## src/rtl/inst_mem_responder.sv

```systemverilog
// Instruction-fetch responder. Each 32-bit word is assembled from two reads
// of a 16-bit fixed-latency backing memory. The last word is held, so repeated
// fetches of the same address are served without touching memory.
module inst_mem_responder #(
  parameter int          ADDR_WIDTH  = 32,
  parameter logic [31:0] MEM_BASE    = 32'h0000_0000,
  parameter logic [31:0] MEM_SIZE    = 32'h0001_0000,
  parameter int          WAIT_CYCLES = 1
) (
  input  logic                  clk,
  input  logic                  rst,
  input  logic                  inst_mem_read_en,
  input  logic [ADDR_WIDTH-1:0] inst_addr,
  output logic [31:0]           inst_data,
  output logic                  inst_mem_ready,
  output logic [ADDR_WIDTH-1:0] resp_addr,
  output logic                  inst_access_fault,
  output logic                  mem_rd,
  output logic [ADDR_WIDTH-2:0] mem_addr,
  input  logic [15:0]           mem_rdata
);

  localparam int CW = (WAIT_CYCLES < 2) ? 1 : $clog2(WAIT_CYCLES + 1);
  localparam logic [CW-1:0] CNT_INIT = CW'(WAIT_CYCLES);

  // Window limits carry one extra bit so that addr+3 near the top of the
  // address space cannot wrap back into the window.
  localparam logic [ADDR_WIDTH:0] BASE_X = (ADDR_WIDTH+1)'(MEM_BASE);
  localparam logic [ADDR_WIDTH:0] LAST_X =
    BASE_X + (ADDR_WIDTH+1)'(MEM_SIZE) - (ADDR_WIDTH+1)'(1);

  typedef enum logic [1:0] {IDLE, LO_WAIT, HI_WAIT, DONE} state_t;

  state_t                state_q, state_d;
  logic [CW-1:0]         cnt_q, cnt_d;
  logic [15:0]           lo_q, lo_d;
  logic [31:0]           data_d;
  logic                  ready_d, fault_d, mem_rd_d;
  logic [ADDR_WIDTH-1:0] raddr_d;
  logic [ADDR_WIDTH-2:0] maddr_d;

  logic [ADDR_WIDTH:0]   addr_x, end_x;
  logic [ADDR_WIDTH-1:0] offset;
  logic                  bad_addr, accept;

  // Address qualification and acceptance of a new request.
  always_comb begin
    addr_x   = {1'b0, inst_addr};
    end_x    = addr_x + (ADDR_WIDTH+1)'(3);
    offset   = inst_addr - ADDR_WIDTH'(MEM_BASE);
    bad_addr = (inst_addr[1:0] != 2'b00) || (addr_x < BASE_X) || (end_x > LAST_X);
    accept   = inst_mem_read_en &&
               ((state_q == IDLE) || ((state_q == DONE) && (inst_addr != resp_addr)));
  end

  // Next-state and next-output logic; every output is registered below.
  always_comb begin
    state_d  = state_q;
    cnt_d    = cnt_q;
    lo_d     = lo_q;
    data_d   = inst_data;
    ready_d  = inst_mem_ready;
    raddr_d  = resp_addr;
    fault_d  = inst_access_fault;
    mem_rd_d = 1'b0;
    maddr_d  = mem_addr;
    case (state_q)
      IDLE, DONE: begin
        if (accept) begin
          raddr_d = inst_addr;
          if (bad_addr) begin
            // Fault wins over any memory access: answer immediately.
            state_d = DONE;
            ready_d = 1'b1;
            fault_d = 1'b1;
            data_d  = '0;
          end else begin
            state_d  = LO_WAIT;
            ready_d  = 1'b0;
            fault_d  = 1'b0;
            mem_rd_d = 1'b1;
            maddr_d  = offset[ADDR_WIDTH-1:1];
            cnt_d    = CNT_INIT;
          end
        end
      end
      LO_WAIT: begin
        if (cnt_q == '0) begin
          lo_d     = mem_rdata;
          mem_rd_d = 1'b1;
          maddr_d  = mem_addr + (ADDR_WIDTH-1)'(1);
          cnt_d    = CNT_INIT;
          state_d  = HI_WAIT;
        end else begin
          cnt_d = cnt_q - CW'(1);
        end
      end
      HI_WAIT: begin
        if (cnt_q == '0) begin
          data_d  = {mem_rdata, lo_q};
          ready_d = 1'b1;
          state_d = DONE;
        end else begin
          cnt_d = cnt_q - CW'(1);
        end
      end
      default: state_d = IDLE;
    endcase
  end

  // State and output registers with synchronous reset.
  always_ff @(posedge clk) begin
    if (rst) begin
      state_q           <= IDLE;
      cnt_q             <= '0;
      lo_q              <= '0;
      inst_data         <= '0;
      inst_mem_ready    <= 1'b0;
      resp_addr         <= '0;
      inst_access_fault <= 1'b0;
      mem_rd            <= 1'b0;
      mem_addr          <= '0;
    end else begin
      state_q           <= state_d;
      cnt_q             <= cnt_d;
      lo_q              <= lo_d;
      inst_data         <= data_d;
      inst_mem_ready    <= ready_d;
      resp_addr         <= raddr_d;
      inst_access_fault <= fault_d;
      mem_rd            <= mem_rd_d;
      mem_addr          <= maddr_d;
    end
  end

endmodule

```

## config.mk

```make
export PLATFORM = sky130hd
export DESIGN_NAME = inst_mem_responder
export DESIGN_NICKNAME = d
export VERILOG_FILES = /design/src/rtl/inst_mem_responder.sv
export SDC_FILE = /design/constraint.sdc
export NUM_CORES = 1
export LEC_CHECK = 0
export CAP_MARGIN = 20
export CORE_UTILIZATION = 30
export CTS_BUF_LIST = sky130_fd_sc_hd__clkbuf_8
export CTS_CLUSTER_DIAMETER = 80
export DETAILED_ROUTE_END_ITERATION = 10
export SYNTH_ARGS = -nofsm -noshare
export SYNTH_HDL_FRONTEND = slang
export SYNTH_SLANG_ARGS = --single-unit
```

## constraint.sdc

```tcl
create_clock -name clk -period 3.9 [get_ports clk]
set_input_delay 0.585 -clock clk [delete_from_list [all_inputs] [get_ports clk]]
set_output_delay 0.585 -clock clk [all_outputs]
set_load 0.01 [all_outputs]
```

* Yosys cells after proc, flatten, opt, wreduce, memory -nomap -nowiden
Index checks and enable logic that the tools add are counted.
** Cells by class
- Reductions and logical operators :: 16
- Add/subtract/negate cells :: 3
- Magnitude comparators :: 1
- Eq/ne operators :: 9
- Multipliers :: 0
- Shifts and indexed selects :: 0
- Bitwise logic cells :: 1
- Mux-type cells :: 26
- Divide/modulo/power cells :: 0
** Operators with widths (number)
- two-way mux 32 bit :: 3
- two-way mux 31 bit :: 3
- one-hot mux 32 bit (2 select lines) :: 1
- one-hot mux 31 bit (2 select lines) :: 1
- adder 32 x 2 -> 33 bit (second input constant) :: 1
- greater-than comparator 33 x 16 -> 1 bit (second input constant) :: 1
- inequality test 32 bit :: 1
- adder 31 x 1 -> 31 bit (second input constant) :: 1
- two-way mux 1 bit :: 10
- inequality test 2 bit (second input constant) :: 5
- two-way mux 2 bit :: 4
- AND reduction 4 bit :: 2
- one-hot mux 2 bit (3 select lines) :: 1
- AND reduction 2 bit :: 3
- AND reduction 3 bit :: 2
- nonzero test 2 bit :: 3
- == test 2 bit (second input constant) :: 2
- one-hot mux 1 bit (2 select lines) :: 2
- one-hot mux 1 bit (3 select lines) :: 1
- == test 2 x 1 -> 1 bit (second input constant) :: 1
- logical AND 1 bit :: 2
- zero test 2 bit :: 1
- logical OR 1 bit :: 2
- OR reduction 2 bit :: 1
- 2 further kinds :: 2
** Word-level totals
- Memories :: 0
- Output and inout bits :: 98
- Bits of input ports :: 51
- Bits in latches :: 0
- Logic and storage cells :: 65
- Bits in read-only memories :: 0
- Bits in writable memories :: 0
- Register bits :: 117

* Logic depth before layout (Yosys ltp)
- Depth after elaboration :: 6
- Gate-level depth with buffers :: 12

* Worst setup path before layout
OpenSTA, ideal clock, no wires.
- Path kind :: in2reg
- Start point :: in inst_addr[1]
- End point :: reg mem_addr[6]
- Path slack :: 954 ps
- Arrival time :: 2816 ps
- Cell stages on the path :: 12
- Cell sequence :: inv_1 > ha_1 > nand4b_1 > nor3_1 > nand3_1 > o21ai_0 > nand4_2 > o31ai_1 > buf_4 > buf_6 > mux2i_1 > o22ai_1
** On the way
- Word-level cells in the longest chain between the ends :: 6
- Elaborated cells between the ends (all ways) :: 11
** Ends and longest elaborated chain
- from (decl) :: line 13 : input logic [ADDR_WIDTH-1:0] inst_addr,
- parallel branches: the longest is 5 deep, another holds adder 32 x 2 -> 33 bit
- AND reduction 4 bit (no source line) *
- to (signal assigned) :: line 132 : mem_addr <= maddr_d;
- to (decl) :: line 19 : output logic [ADDR_WIDTH-2:0] mem_addr,
Mark *: on every way between the ends.
A chain may end at the register's enable or synchronous reset.

* Final worst setup path
- Start point :: in inst_addr[0]
- End point :: reg mem_addr[28]
The elaborated chain is that of the path after synthesis.

==> out/results.tsv <==
metric	value	unit
antenna_left	0	
synth_top_family_by_area	simple AND/OR/NAND/NOR gates	
reg2reg_depth	8	
mostFrequentLayoutCell	clkdlybuf4s50_1	
hp-class	reg2reg	
synth_flop_cell	dfxtp_1	
setup_viol	0	
cts_tree	built	
dpl.hpwl	14.1	mm
synthSimpleGateAreaFrac	0.253	
seq_area_frac_synth	0.374	
clk_pin_slew_worst_paths	70	ps
multi_input_area	0.00368	mm²
critical_path_class	in2reg	
die-width	146	µm
arrival	3860	ps
antenna_found_initial	1	
rsz0062_at_grt	false	
route.detailed.drc	0	
nNetsFinal	961	
ctsResizeCount	0	
final_cell_mix	147 x clkdlybuf4s50_1, 117 x dfxtp_1, 97 x nor2_1	
yosysUniqueCellTypes	56	
worst_pin_slew	947	ps
fin_skew	14.4	ps
hold_depth	2	
async_flop_share	0	
finalCoreUtilization	0.420	
post_synth_fa_ha_maj_area_fraction	0.0160	
fmax	286	MHz
area_delta_synth_final	36.9	%
synth_area	0.00625	mm²
wire_per_inst	16.6	µm
drtPass1Iterations	5	
routed_wl	19.7	mm
p_per_area	567	mW/mm²
cp_max_fo	11	
syn_area_per_cell	8.27	µm²
layout.cells.non_filler	1186	
required	4260	ps
synth-xor-area-share	0.0560	
synth-seq-cells	117	
placementRows	52	
vias	6054	
drv_cap	0	
io_pins	149	
grt_pass1_vias	5609	
slew_viol_final	0	
root_buffer	clkbuf_8	
min_period_over_period	0.895	
core_region_area	0.0204	mm²
cts_buffers	17	
synth.area.mux_share	0.127	
syn_nets	815	
leakage	3.23	nW
worstSetupStartpointType	input pin	
synthCells	756	
synth-compound-area-share	0.130	
place_inst	1153	
ir_worst_vdd	0.284	mV
end_kind	register	
grt_max_degree	63	
die_h	146	µm
numPortBuffers	148	
drtIter0Drc	414	
initial_core_util	0.307	
status	complete, no violations	
slew_headroom	0.366	
die_area	0.0214	mm²
grt_pass1_wl	31.2	mm
clockBufferDepth	2	
overflow	0	
regArea	0.00234	mm²
p_total	0.00485	W
viasPerCell	5.10	
finalCriticalPeriod	3490	ps
clk_latency	440	ps
gp_congestion	0.810	
grtUsageTotal	0.185	
hold_viol	0	
htree_levels	4	
yosys_warnings	0	
synth_edf_count	0	
holdBufCountCts	0	
post-cts-setup-buffers	0	
layout-drive-gt1-share	0.0842	
fillCellCount	2084	
clock_sinks	117	
metrics by stage:
step	instance area, µm²	hold slack [ps]	setup slack (ps)	setup TNS, ps
after floorplan	6250	432	954	0
after global placement	8150	438	120	0
after detailed placement	8150	443	-10.3	-10.3
after CTS	8560	453	457	0
after global routing	8560	475	192	0
final	8560	451	408	0
synthesized netlist by cell type, types with 11 or more instances:
library cell / count / area share
clkbuf_1: 36 / 0.022
and2_1: 37 / 0.037
inv_1: 11 / 0.0066
o21ai_0: 31 / 0.025
nand2_1: 74 / 0.044
a21oi_1: 47 / 0.038
nor2_1: 97 / 0.058
nor3_1: 13 / 0.010
nand4_1: 23 / 0.023
xnor2_1: 35 / 0.049
nand3_1: 31 / 0.025
dfxtp_1: 117 / 0.37
mux2i_1: 78 / 0.12
power breakdown:
group | total, W | internal, W | switching, W
Sequential | 0.00160 | 0.00141 | 0.000190
Combinational | 0.00208 | 0.000994 | 0.00109
Clock | 0.00117 | 0.000671 | 0.000500
flip-flops by register name (all words and copies together) (netlist names):
name	count
inst_data	32
resp_addr	32
mem_addr	31
lo_q	16
state_q	2
cnt_q	1
inst_access_fault	1
inst_mem_ready	1
mem_rd	1
path summary, 6_finish.rpt:
path | startpoint | end | slack [ps]
worst max-delay path | inst_addr[0] | mem_addr[28] | 410
worst min-delay path | lo_q[1] | lo_q[1] | 450
worst max register to register | mem_addr[1] | mem_addr[28] | 1050
worst min register to register | lo_q[1] | lo_q[1] | 450
cells by family after synthesis:
| group | after synthesis |
|---|---|
| muxes | 79 |
| xor gates and xnor gates | 40 |
| and+or+nand+nor | 320 |
| adders and majority gates | 8 |
| buffers and inverters | 63 |
| DFF | 117 |
| AOI/OAI and AO/OA | 129 |
final cells by class:
| class | count | share of cell area |
|---|---|---|
| diodes | 1 | 0.000292 |
| clock buffers | 20 | 0.0322 |
| clock inverters | 12 | 0.0159 |
| inverters | 11 | 0.00482 |
| multi-input cells | 576 | 0.429 |
| flip-flops and latches | 117 | 0.274 |
| well taps | 270 | 0.0395 |
| repair buffers | 179 | 0.204 |
worst max-delay path: stages:
cell and delay, ps:
clkdlybuf4s50_1 550, inv_1 140, ha_1 230, nand4b_1 260, nor3_1 420, nand3_1 120, o21ai_0 300, nand4_2 150
o31a_1 420, or4_1 520, a21oi_1 150
layer usage:
layer,track usage,vias up,part of all wire
li1,-,2955,-
met1,0.243,2882,0.46
met2,0.300,197,0.47
met3,0.0428,20,0.057
met4,0.0578,0,0.016
met5,0,-,0
Power figures use the tool's default switching activity.
==> RTL change (config.mk and constraints unchanged) <==
Reset style: asynchronous (`rst`), changed in one clocked block. Comments in the files are not updated.
--- a/src/rtl/inst_mem_responder.sv
+++ b/src/rtl/inst_mem_responder.sv
@@ -111,3 +111,3 @@
   // State and output registers with synchronous reset.
-  always_ff @(posedge clk) begin
+  always_ff @(posedge clk or posedge rst) begin
     if (rst) begin
Function: differs if rst is asserted again (counterexample within 4 cycles, from zero or initial values and one cycle with rst high); with rst held inactive, the same outputs for 4 cycles.
==> RTL change against the unedited design <==
Final cell count decreased by 9.4%. Sequential share of layout area increased by 6.8 points. Sequential cell count unchanged. Synthesized area increased by 2.9%. Design area increased by 0.23%. Setup slack improved by 0.39 ns. Routed wire length decreased by 5.7%. Critical path type unchanged. Critical endpoint is now mem_addr[0].
Power is not compared: it rests on default switching activity, and its combinational part moved more than twofold at a synthesized area within 25%.
==> RTL change: results (changes against the unedited design) <==
Parameter                              Value

Drt
  1st-iter DRT viols ... 357 (was 414)
  Total wire length ... 18,600 um (was 19,700 um)
  Detailed-route vias per instance ... 5.27 (was 5.10)
  Number of detailed-route iterations in the first pass ... 4 (was 5)

Synth
  Post-synthesis sequential area ratio ... 45.5% (was 37.4%)
  Mean instance size in the synthesized netlist ... 9.95 sq um (was 8.27 sq um)
  Cell variety after synth ... 70 (was 56)
  Leading cell types by total area after synthesis ... dfrtp_1 (45%), mux2_2 (5.8%), xor2_1 (4.9%) (was dfxtp_1 (37%), mux2i_1 (12%), nor2_1 (5.8%))
  Leading post-synthesis cells by instance count ... dfrtp_1 (117), nand2_1 (77), nand3_1 (53), xor2_1 (36), mux2_2 (33) (was dfxtp_1 (117), nor2_1 (97), mux2i_1 (78), nand2_1 (74), a21oi_1 (47))
  Warning count from the yosys run ... 0 (unchanged)
  Fraction of synthesis flops using an asynchronous set or reset pin ... 100% (was 0%)
  Syn_nets ... 706 (was 815)

GRT
  Vias in the first global route ... 5,404 (was 5,609)
  Maximum number of pins on one net before global-route repair ... 60 (was 63)
  Global-route wire length before repair ... 30,200 um (was 31,200 um)
  Gr usage total ... 17.5% (was 18.5%)
  Number of antenna violations at the first check in global routing ... 0 (was 1)

Worst hold path
  Hold path startpoint ... lo_q[1] (unchanged)

Setup path
  Setup slack of the most critical reg-to-reg path ... 1.23 ns (was 1.05 ns)
  Crit path from ... inst_addr[1] (was inst_addr[0])
  Worst Path Max Fanout ... 16 (was 11)
  Worst-case reg-to-reg path depth ... 9 (was 8)
  Startpoint of the lowest-slack register-to-register path ... mem_addr[1] (unchanged)

Cells and area
  Final Net Count ... 846 (was 961)
  Number of filler cells placed in the layout ... 2,078 (was 2,084)
  Antenna cells ... 0 (was 1)
  Fraction of final layout cells with drive strength greater than 1 ... 13.4% (was 8.42%)
  Number of non-filler instances in the completed layout ... 1,075 (was 1,186)

STA
  Worst slew slack as a fraction of its limit ... 47.6% (was 36.6%)
  Worst Skew ... 0.0135 ns (was 0.0144 ns)

Place
  Post-DP HPWL ... 13,000 um (was 14,100 um)
  RePlAce Congestion ... 0.836 (was 0.810)

Status
  Run status ... completed (unchanged)
## RTL change: worst max-delay path, stage by stage
cell and delay, ns:
clkdlybuf4s50_1 0.50, inv_1 0.07, ha_1 0.27, or4_1 0.49, nor4_1 0.24, nand3_1 0.10, and3_1 0.27, a31o_4 0.34
nand2_4 0.23, mux2_1 0.34
## RTL change: per-stage QoR
stage	hold slack (ns)	power (uW)	instance area, sq um	setup WS, ns
after floorplan	0.446	1480	6440	0.214
after global placement	0.458	1660	8200	0.332
after detailed placement	0.463	1660	8200	0.321
after CTS	0.484	2780	8580	0.823
after global routing	0.507	2870	8580	0.625
final	0.478	2730	8580	0.800
## RTL change: layout make-up
class	instances	area share (%)
Clock inverter	15	1.72
Inverter	15	0.685
Tap cell	275	4.01
Timing Repair Buffer	167	19.2
Multi-Input combinational cell	469	37.5
Clock buffer	17	2.73
Sequential cell	117	34.1
## RTL change: logic make-up after synthesis
| group | after synthesis | share of synthesized area (%) |
|---|---|---|
| and+or+nand+nor | 258 | 21.6 |
| buffers and inverters | 61 | 4.70 |
| DFF | 117 | 45.5 |
| AOI/OAI and AO/OA | 124 | 14.5 |
| xor gates and xnor gates | 38 | 5.17 |
| adders and majority gates | 8 | 1.55 |
| muxes | 41 | 7.03 |
## RTL change: metal layers
metal	vias to the layer above	wire length [um]	track usage (%)	part of all wire [%]
li1	2675	-	-	-
met1	2798	8510	24.2	46
met2	178	8770	26.8	47
met3	19	1050	4.05	5.6
met4	0	252	5.72	1.4
met5	-	0	0	0
## RTL change: worst paths after layout
kind                            endpoint
min                              lo_q[1]
max in group asynchronous  resp_addr[21]
min in group asynchronous  inst_data[11]
max reg2reg                 mem_addr[30]
min reg2reg                      lo_q[1]
max                          mem_addr[0]
